### src/rtl/mem_access_unit.sv
// Memory stage: issues one aligned load/store at a time, stalls upstream until mem_ready_i, writes back once.
// Zero-wait accesses, ALU ops and misaligned ops complete in the issuing cycle; waited accesses hold the request in BUSY.
module mem_access_unit #(
  parameter int DATA_WIDTH             = 32,
  parameter int REGISTER_ADDRESS_WIDTH = 5
) (
  input  logic                              clk,
  input  logic                              rst,
  input  logic                              validE_i,
  input  logic [DATA_WIDTH-1:0]             ALUResultE_i,
  input  logic [DATA_WIDTH-1:0]             RD2E_i,
  input  logic                              ResultSrcE_i,
  input  logic                              MemWriteE_i,
  input  logic [1:0]                        SizeE_i,
  input  logic                              UnsignedE_i,
  input  logic                              regWriteE_i,
  input  logic [REGISTER_ADDRESS_WIDTH-1:0] AD3E_i,
  input  logic                              JALE_i,
  input  logic [DATA_WIDTH-1:0]             incPC5_i,
  output logic                              mem_req_o,
  output logic                              mem_we_o,
  output logic [DATA_WIDTH-1:0]             mem_addr_o,
  output logic [DATA_WIDTH-1:0]             mem_wdata_o,
  output logic [3:0]                        mem_be_o,
  input  logic                              mem_ready_i,
  input  logic [DATA_WIDTH-1:0]             mem_rdata_i,
  output logic                              stall_o,
  output logic [DATA_WIDTH-1:0]             ResultW_o,
  output logic                              regWriteW_o,
  output logic [REGISTER_ADDRESS_WIDTH-1:0] AD3W_o,
  output logic                              misalign_o
);

  localparam logic [0:0] IDLE = 1'b0;
  localparam logic [0:0] BUSY = 1'b1;

  logic [0:0]                        state;
  logic [DATA_WIDTH-1:0]             l_alu, l_wdata, l_link;
  logic [3:0]                        l_be;
  logic [1:0]                        l_size;
  logic                              l_we, l_uns, l_rw, l_jal, l_load;
  logic [REGISTER_ADDRESS_WIDTH-1:0] l_ad3;

  logic                              busy, op, is_load, misal, aligned_op;
  logic [DATA_WIDTH-1:0]             st_wdata, c_alu, c_link, load_val, wb_val;
  logic [3:0]                        st_be;
  logic [1:0]                        c_size;
  logic                              c_uns, c_rw, c_jal, c_load;
  logic [REGISTER_ADDRESS_WIDTH-1:0] c_ad3;

  function automatic logic [DATA_WIDTH-1:0] extract(input logic [DATA_WIDTH-1:0] rd,
                                                    input logic [1:0] off,
                                                    input logic [1:0] sz,
                                                    input logic uns);
    logic [7:0]  b;
    logic [15:0] h;
    b = rd[{off, 3'b000} +: 8];
    h = rd[{off[1], 4'b0000} +: 16];
    case (sz)
      2'b00:   extract = uns ? {{(DATA_WIDTH-8){1'b0}}, b} : {{(DATA_WIDTH-8){b[7]}}, b};
      2'b01:   extract = uns ? {{(DATA_WIDTH-16){1'b0}}, h} : {{(DATA_WIDTH-16){h[15]}}, h};
      default: extract = rd;
    endcase
  endfunction

  // A store flagged as a load too is treated purely as a store.
  assign busy       = (state == BUSY);
  assign op         = validE_i & (ResultSrcE_i | MemWriteE_i);
  assign is_load    = ResultSrcE_i & ~MemWriteE_i;
  assign misal      = op & (((SizeE_i == 2'b01) & ALUResultE_i[0]) |
                            (SizeE_i[1] & (ALUResultE_i[1:0] != 2'b00)));
  assign aligned_op = op & ~misal;
  assign mem_req_o  = ~rst & (busy | aligned_op);
  assign stall_o    = mem_req_o & ~mem_ready_i;

  always_comb begin
    case (SizeE_i)
      2'b00: begin
        st_wdata = {(DATA_WIDTH/8){RD2E_i[7:0]}};
        st_be    = 4'b0001 << ALUResultE_i[1:0];
      end
      2'b01: begin
        st_wdata = {(DATA_WIDTH/16){RD2E_i[15:0]}};
        st_be    = 4'b0011 << ALUResultE_i[1:0];
      end
      default: begin
        st_wdata = RD2E_i;
        st_be    = 4'b1111;
      end
    endcase
  end

  always_comb begin
    mem_we_o    = 1'b0;
    mem_addr_o  = '0;
    mem_wdata_o = '0;
    mem_be_o    = 4'b0000;
    if (!rst) begin
      if (busy) begin
        mem_we_o    = l_we;
        mem_addr_o  = {l_alu[DATA_WIDTH-1:2], 2'b00};
        mem_wdata_o = l_wdata;
        mem_be_o    = l_be;
      end else if (aligned_op) begin
        mem_we_o    = MemWriteE_i;
        mem_addr_o  = {ALUResultE_i[DATA_WIDTH-1:2], 2'b00};
        mem_wdata_o = st_wdata;
        mem_be_o    = st_be;
      end
    end
  end

  // Completion uses the latched context in BUSY, the live inputs otherwise.
  assign c_alu    = busy ? l_alu  : ALUResultE_i;
  assign c_link   = busy ? l_link : incPC5_i;
  assign c_size   = busy ? l_size : SizeE_i;
  assign c_uns    = busy ? l_uns  : UnsignedE_i;
  assign c_rw     = busy ? l_rw   : regWriteE_i;
  assign c_jal    = busy ? l_jal  : JALE_i;
  assign c_load   = busy ? l_load : (op & is_load);
  assign c_ad3    = busy ? l_ad3  : AD3E_i;
  assign load_val = extract(mem_rdata_i, c_alu[1:0], c_size, c_uns);
  assign wb_val   = c_jal ? c_link : (c_load ? load_val : c_alu);

  always_ff @(posedge clk) begin
    if (rst) begin
      state   <= IDLE;
      l_alu   <= '0;
      l_wdata <= '0;
      l_link  <= '0;
      l_be    <= 4'b0000;
      l_size  <= 2'b00;
      l_we    <= 1'b0;
      l_uns   <= 1'b0;
      l_rw    <= 1'b0;
      l_jal   <= 1'b0;
      l_load  <= 1'b0;
      l_ad3   <= '0;
    end else if (!busy) begin
      if (aligned_op && !mem_ready_i) begin
        state   <= BUSY;
        l_alu   <= ALUResultE_i;
        l_wdata <= st_wdata;
        l_link  <= incPC5_i;
        l_be    <= st_be;
        l_size  <= SizeE_i;
        l_we    <= MemWriteE_i;
        l_uns   <= UnsignedE_i;
        l_rw    <= regWriteE_i;
        l_jal   <= JALE_i;
        l_load  <= is_load;
        l_ad3   <= AD3E_i;
      end
    end else if (mem_ready_i) begin
      state <= IDLE;
    end
  end

  // Write-back: one update per completed instruction; stalls and bubbles load regWriteW_o=0.
  always_ff @(posedge clk) begin
    if (rst) begin
      ResultW_o   <= '0;
      AD3W_o      <= '0;
      regWriteW_o <= 1'b0;
      misalign_o  <= 1'b0;
    end else if (!stall_o && (busy || validE_i)) begin
      ResultW_o   <= wb_val;
      AD3W_o      <= c_ad3;
      regWriteW_o <= c_rw & ~(~busy & misal);
      misalign_o  <= ~busy & misal;
    end else begin
      regWriteW_o <= 1'b0;
      misalign_o  <= 1'b0;
    end
  end

endmodule

### config.mk
export PLATFORM = sky130hd
export DESIGN_NAME = mem_access_unit
export DESIGN_NICKNAME = d
export VERILOG_FILES = /design/src/rtl/mem_access_unit.sv
export SDC_FILE = /design/constraint.sdc
export NUM_CORES = 1
export LEC_CHECK = 0
export CAP_MARGIN = 40
export CORE_AREA = 5 5 192 157
export CTS_CLUSTER_DIAMETER = 40
export DETAILED_ROUTE_END_ITERATION = 6
export DIE_AREA = 0 0 197 162
export PLACE_DENSITY_LB_ADDON = 0.12
export SYNTH_ARGS = -nofsm -noshare
export SYNTH_HDL_FRONTEND = slang
export SYNTH_SLANG_ARGS = --single-unit
### constraint.sdc
create_clock -name clk -period 1.81 [get_ports clk]
set_input_delay 0.181 -clock clk [delete_from_list [all_inputs] [get_ports clk]]
set_output_delay 0.181 -clock clk [all_outputs]
set_load 0.05 [all_outputs]
### Yosys cells after proc, flatten, opt, wreduce, memory -nomap -nowiden

Cells that the tools add are included.

* register bits: 152
* input bits: 144
* output and inout bits: 110
* logic and storage cells: 83

* equal/unequal tests: 2
* shift operators: 4
* mux-type cells: 30
* bitwise gates (word level): 21
* reductions and logical operators: 10

Operator list (count)
* 32-bit 2-to-1 mux: 12
* 32-bit case mux with 2 select lines: 2
* 32-bit by 6-bit variable part select with 16-bit output: 1
* 32-bit by 6-bit variable part select with 8-bit output: 1
* 4-bit 2-to-1 mux: 3
* 1-bit AND: 11
* 1-bit 2-to-1 mux: 10
* 4-bit case mux with 2 select lines: 1
* 1-bit NOT: 7
* 5-bit 2-to-1 mux: 1
* 2-bit by 1-bit == test with 1-bit output, second input constant: 2
* 2-bit logical NOT: 2
* 1-bit by 2-bit left shift with 4-bit output, first input constant: 1
* 2-bit by 2-bit left shift with 4-bit output, first input constant: 1
* 1-bit OR: 3
* 1-bit logical AND: 2
* 1-bit logical NOT: 2
* 2-bit 2-to-1 mux: 1
* 2-bit AND reduction: 1
* 2-bit nonzero test: 1
* 2-bit OR reduction: 1
* 1-bit logical OR: 1

### Depth between registers and ports, before layout

Gate-level depths: netlist of run 1.

* word-level depth: 13
* mapped depth: 9
* mapped depth without buffers: 5

### Least setup slack after synthesis of run 1

OpenSTA, ideal clock, no wires.

* path kind: reg-to-output
* from: register state (netlist: busy)
* to: output port mem_wdata_o[10]
* arrival: 2349 ps
* required time: 1629 ps
* path slack: -720 ps
* cell stages (with the launch flop): 9
* path buffers: 6
* cell sequence: dfxtp_1 -> buf_6 -> buf_4 -> buf_2 -> buf_2 -> buf_2 -> buf_1 -> a22oi_1 -> nor2_1

* cells in the longest elaborated chain, start to end: 2

RTL lines
* from (decl): line 37 `logic [0:0] state;`
* from (signal assigned): line 127 `state <= IDLE;`
* from (signal assigned): line 141 `state <= BUSY;`
* from (signal assigned): line 155 `state <= IDLE;`
* 32-bit 2-to-1 mux: line 99 `if (busy) begin`
* 32-bit 2-to-1 mux: line 98 `if (!rst) begin`
* to (decl): line 23 `output logic [DATA_WIDTH-1:0] mem_wdata_o,`

No other way between the ends.

### Worst setup path after layout of run 1

* from: register state (netlist: busy)
* to: output port mem_wdata_o[15]

The elaborated chain is that of the path after synthesis.

==> results.sh, run 1 <==
export IMPL_track_usage_pct=22.23
export IMPL_root_buffer="clkbuf_16"
export IMPL_ys_types=52
export IMPL_hpwl_um=26330
export IMPL_status="complete, but fails checks"
export IMPL_firstDrtPassIters=5
export IMPL_drive_above_1_share_pct=34.13
export IMPL_start_util_pct=29.64
export IMPL_grt_most_used_layer="met1"
export IMPL_drtIter0Drc=721
export IMPL_die_area_mm2=0.03191
export IMPL_synth_seq_cells=152
export IMPL_final_period_utilization_pct=116.6
export IMPL_drv_slew=0
export IMPL_critPathMaxFanout=6
export IMPL_cp_required_ns=1.63
export IMPL_final_common_cell="nand2_1"
export IMPL_drc=0
export IMPL_regArea_mm2=0.003047
export IMPL_port_buffers=251
export IMPL_setup_viol=101
export IMPL_multi_input_area_mm2=0.005974
export IMPL_switching_power_w=0.003438
export IMPL_whs_ns=0.2748
export IMPL_post_place_cells=1765
export IMPL_setup_ws_ns=-0.3004
export IMPL_finalHoldViolations=0
export IMPL_path_clk_slew_ns=0.07
export IMPL_p_seq_share_pct=34.9
export IMPL_syn_area_mm2=0.008282
export IMPL_post_route_min_period_ns=2.110
export IMPL_fillCellCount=2588
export IMPL_grt_start_max_net_pins=50
export IMPL_powerDensity_mw_per_mm2=703.8
export IMPL_violations="setup timing"
export IMPL_final_cell_mix="nand2_1 (224), buf_4 (152), dfxtp_1 (151)"
export IMPL_pin_count=254
export IMPL_avgSynthCellArea_um2=7.508
export IMPL_fp_coreArea_mm2=0.02794
export IMPL_cts_made_buffers=17
export IMPL_grtUsageMet3_pct=4.334
export IMPL_grt_overflow=0
export IMPL_cts_tree="yes"
export IMPL_cts_sinks=152
export IMPL_antenna_found_initial=0
export IMPL_wl_per_cell_um=20.39
export IMPL_grtUsageMet1_pct=34.17
export IMPL_worstSetupPathType="register to primary output"
export IMPL_cp_start_kind="register"
export IMPL_rsz0062_at_grt="yes"
export IMPL_clk_latency_ns=0.43
export IMPL_p_leak_nw=5.568
export IMPL_synthArstFlopShare_pct=0
export IMPL_slew_headroom_pct=64.04
export IMPL_clock_power_share_pct=34.7
export IMPL_die_h_um=162
export IMPL_irDropWorstVdd_mv=0.6510
export IMPL_clock_path_buffers=2
export IMPL_drv_cap=0
export IMPL_p_int_w=0.007002
export IMPL_hold_class="input pin to register"
export IMPL_die_width_um=197
export IMPL_synth_edf_count=0
export IMPL_gp_congestion=0.9566
export IMPL_avgViaCountPerCell=5.213
export IMPL_combPwrFrac_pct=30.4
export IMPL_ys_warn_count=0
export IMPL_htree_levels=4
export IMPL_grt_pass1_wl_um=55420
export IMPL_dr_total_vias=9539
export IMPL_crit_path_end_kind="primary output"
export IMPL_tightest_slew_ns=0.5378
export IMPL_syn_to_final_growth_pct=79.12
export IMPL_synth_main_ff_cell="dfxtp_1"
export IMPL_instances_no_fill=1830
export IMPL_first_global_vias=8970
export IMPL_drtAntennaViolNets=0
export IMPL_drt_wl_total_um=37310
export IMPL_fin_nets=1590
export IMPL_max_freq_mhz=473.8
export IMPL_arrival_ns=1.93
export IMPL_ys_seq_area_share_pct=36.74
export IMPL_swShare_pct=32.93
export IMPL_gr_usage_met2_pct=31.75
export IMPL_row_count=55
export IMPL_syn_inst=1103
export IMPL_skew_ns=0.01042
==> cells in the mapped netlist, types with 10 or more instances <==
cell,count,area share [%]
mux2_2,18,2.4
a311oi_1,27,2.9
a31oi_1,10,0.76
nor3_1,25,1.5
clkbuf_1,74,3.4
a21o_1,20,1.8
a21oi_1,141,8.5
o21ai_0,42,2.5
nand2_1,225,10
buf_2,20,1.2
and3_1,27,2.0
dfxtp_1,152,37
nor2_1,115,5.2
mux2i_1,51,6.2
nand3_1,11,0.66
a22oi_1,33,3.0
==> area by class of cell <==
| type | count | area share, % |
|---|---|---|
| inverter | 8 | 0.2530 |
| antenna | 1 | 0.01687 |
| clock buffer | 19 | 2.986 |
| tap | 370 | 3.121 |
| sequential | 152 | 20.54 |
| clock inverter | 13 | 0.9700 |
| timing repair buffer | 430 | 31.84 |
| multi-input combinational | 837 | 40.28 |
==> path summary, 6_finish.rpt <==
check,start,endpoint,slack [ns],cells past startpoint
max,busy,mem_wdata_o[15],-0.30,8
min,SizeE_i[0],l_size[0],0.27,4
max reg2reg,busy,ResultW_o[18],-0.29,8
min reg2reg,l_rw,l_rw,0.45,2
==> routing by layer <==
metal	wire, um	vias up	part of all wire (%)
li1	-	4613	-
met1	17990	4518	48
met2	15980	365	43
met3	2691	43	7.2
met4	649	0	1.7
met5	0	-	0
==> logic make-up after synthesis <==
family | Yosys count | share of synthesized area, %
AO/OA/AOI/OAI | 333 | 26.00
AND/OR/NAND/NOR | 427 | 21.76
buffers and inverters | 118 | 6.225
multiplexers | 72 | 9.231
flip-flops | 152 | 36.74
other | 1 | 0.04528
==> repair_timing <==
action	4_1_cts	5_1_grt
setup endpoints to repair	108	209
hold buffers	1	0
setup buffers	12	11
cloned	5	4
pin swaps	25	29
hold endpoints to repair	3	0
resized for setup	179	76
==> worst max-delay path: stages, from the launching register on <==
cell       delay, ns
dfxtp_4         0.36
buf_12          0.14
buf_12          0.13
nor2_4          0.19
buf_12          0.18
clkbuf_16       0.17
a22oi_2         0.07
nor2_4          0.12
buf_12          0.14
==> stage by stage <==
stage                     setup WS [ns]  TNS, ns  util, %  total power, W  instance area (um2)
after floorplan                 -0.1349   -8.418        -        0.005116                 8723
after global placement          -0.4521   -73.10    45.82        0.006475                12800
after detailed placement        -0.5073   -78.56    45.82        0.006475                12800
after CTS                       -0.2994   -21.96    51.20         0.01038                14300
after global routing            -0.3595   -29.05    53.09         0.01084                14830
final                           -0.3004   -23.74    53.09         0.01044                14830
==> power groups by stage <==
stage	sequential [W]	combinational, W	clock (W)
2_1_floorplan	0.00395	0.00116	0
3_3_place_gp	0.00371	0.00276	0
3_5_place_dp	0.00371	0.00277	0
4_1_cts	0.00364	0.00300	0.00373
5_1_grt	0.00366	0.00333	0.00385
6_report	0.00365	0.00317	0.00362
==> state kept, by name, indices dropped and copies added (netlist names), 2 cells and up <==
name	count
AD3W_o	5
ResultW_o	32
l_ad3	5
l_alu	32
l_be	4
l_link	32
l_size	2
l_wdata	32
No activity file was read; power rests on OpenSTA's default activity.
==> inputs of run 2 (changes only) <==
--- a/config.mk
+++ b/config.mk
@@ -6,10 +6,11 @@
 export NUM_CORES = 1
 export LEC_CHECK = 0
 export CAP_MARGIN = 40
-export CORE_AREA = 5 5 192 157
+export CORE_AREA = 5 5 173 175
 export CTS_CLUSTER_DIAMETER = 40
 export DETAILED_ROUTE_END_ITERATION = 6
-export DIE_AREA = 0 0 197 162
+export DIE_AREA = 0 0 178 180
+export HOLD_SLACK_MARGIN = 0.05
 export PLACE_DENSITY_LB_ADDON = 0.12
 export SYNTH_ARGS = -nofsm -noshare
 export SYNTH_HDL_FRONTEND = slang
==> results.sh, run 2 (same netlist as run 1, synthesis figures left out) <==
export IMPL_pin_count=254
export IMPL_track_usage_pct=22.53
export IMPL_cts_made_buffers=17
export IMPL_path_clk_slew_ns=0.08
export IMPL_crit_path_end_kind="register"
export IMPL_start_util_pct=29.25
export IMPL_cp_start_kind="register"
export IMPL_wl_per_cell_um=20.79
export IMPL_drt_wl_total_um=38350
export IMPL_critPathMaxFanout=6
export IMPL_hpwl_um=26120
export IMPL_post_place_cells=1767
export IMPL_drc=0
export IMPL_gp_congestion=0.8755
export IMPL_regArea_mm2=0.003047
export IMPL_combPwrFrac_pct=30.3
export IMPL_fillCellCount=2596
export IMPL_min_path_cells=3
export IMPL_die_area_mm2=0.03204
export IMPL_dr_total_vias=9597
export IMPL_cp_required_ns=2.13
export IMPL_drtAntennaViolNets=0
export IMPL_avgViaCountPerCell=5.202
export IMPL_cp_depth=6
export IMPL_cpMaxStageDelayCell="mux4_2"
export IMPL_die_h_um=180
export IMPL_p_int_w=0.006836
export IMPL_fp_coreArea_mm2=0.02831
export IMPL_syn_to_final_growth_pct=82.93
export IMPL_post_route_min_period_ns=2.101
export IMPL_cp_top_family="multiplexers"
export IMPL_final_period_utilization_pct=116.1
export IMPL_root_buffer="clkbuf_16"
export IMPL_clock_path_buffers=2
export IMPL_fin_area_mm2=0.01515
export IMPL_setup_viol=99
export IMPL_status="complete, but fails checks"
export IMPL_crit_chain="buf_6 -> mux2i_4 -> mux4_2 -> nand3b_4 -> a41o_1 -> a21oi_1"
export IMPL_fin_nets=1587
export IMPL_first_global_vias=9533
export IMPL_die_width_um=178
export IMPL_max_freq_mhz=476.0
export IMPL_arrival_ns=2.42
export IMPL_slew_headroom_pct=55.49
export IMPL_grt_start_max_net_pins=69
export IMPL_drv_cap=0
export IMPL_drtIter0Drc=629
export IMPL_max_stage_delay_ns=0.70
export IMPL_multi_input_area_mm2=0.006017
export IMPL_row_count=62
export IMPL_rsz0062_at_grt="yes"
export IMPL_cts_tree="yes"
export IMPL_hold_class="input pin to register"
export IMPL_irDropWorstVdd_mv=0.5091
export IMPL_pre_cts_ws_ns=-0.5529
export IMPL_clock_power_share_pct=35.4
export IMPL_final_cell_mix="nand2_1 (222), dfxtp_1 (151), clkdlybuf4s50_1 (140)"
export IMPL_instances_no_fill=1845
export IMPL_htree_levels=4
export IMPL_drv_slew=0
export IMPL_tns_ns=-19.59
export IMPL_switching_power_w=0.003750
export IMPL_grt_pass1_wl_um=56340
export IMPL_tightest_slew_ns=0.6677
export IMPL_drive_above_1_share_pct=34.34
export IMPL_clk_latency_ns=0.44
export IMPL_powerDensity_mw_per_mm2=698.7
export IMPL_skew_ns=0.01725
export IMPL_whs_ns=0.2144
export IMPL_worstSetupPathType="register to register"
export IMPL_cts_sinks=152
export IMPL_crit_buf_inv=1
export IMPL_port_buffers=251
export IMPL_violations="setup timing"
export IMPL_swShare_pct=35.42
export IMPL_finalHoldViolations=0
export IMPL_antenna_found_initial=6
export IMPL_place_area_mm2=0.01276
export IMPL_p_seq_share_pct=34.3
export IMPL_final_common_cell="nand2_1"
export IMPL_grt_overflow=0
export IMPL_p_leak_nw=5.688
export IMPL_setup_ws_ns=-0.2907
export IMPL_r2r_worst_path_cells=6
export IMPL_firstDrtPassIters=5
run 2: cell types whose count changed in the layout (fill, tap and decap cells not counted), sizes merged, moves of 4 or more:
cell	previous run	this run
clkdlybuf4s50	145	140
diode	1	5
inv	10	14
dlygate4sd2	10	20
buf	265	252
run 2: path summary, 6_finish.rpt:
kind                   start             to  slack (ns)
setup reg to reg        busy  ResultW_o[24]       -0.29
hold reg to reg   l_link[16]     l_link[16]        0.45
hold / removal           rst           busy        0.21
setup / recovery        busy  ResultW_o[24]       -0.29
run 2: timing repair:
item	CTS	global route
endpoints found under the hold margin	3	2
pin swaps	56	55
hold buffers	1	1
setup endpoints to repair	120	115
gates resized for setup	205	95
setup buffers	20	2
gates cloned	11	8
run 2: power by group through the flow:
stage                     Clock (W)  Combinational, W  Sequential (W)
final                       0.00375           0.00320         0.00363
after global routing        0.00395           0.00337         0.00365
after CTS                   0.00382           0.00306         0.00363
after detailed placement          0           0.00275         0.00370
after global placement            0           0.00275         0.00370
after floorplan                   0           0.00116         0.00395
run 2: layout make-up:
class,count,share of cell area [%]
diodes,5,0.08259
multi-input cells,837,39.72
repair buffers,427,32.56
inverters,8,0.2725
flip-flops and latches,152,20.11
clock buffers,17,2.808
well taps,384,3.171
clock inverters,15,1.280
run 2: tightest hold or removal path, stage by stage:
cell and delay [ns]:
buf_6 0.13, a21o_4 0.23, nor2_1 0.06
run 2: per-stage QoR:
step | util, % | total power, W
floorplan | - | 0.005116
global placement | 45.05 | 0.006444
detailed placement | 45.06 | 0.006453
CTS | 51.51 | 0.01051
global route | 53.50 | 0.01097
finish | 53.50 | 0.01059
run 2: per-layer routing:
layer / vias up / GRT usage [%] / part of all wire (%)
li1: 4620 / - / -
met1: 4549 / 27.17 / 40
met2: 365 / 37.38 / 49
met3: 61 / 7.521 / 8.6
met4: 2 / 7.890 / 2.7
met5: - / 0 / 0.018
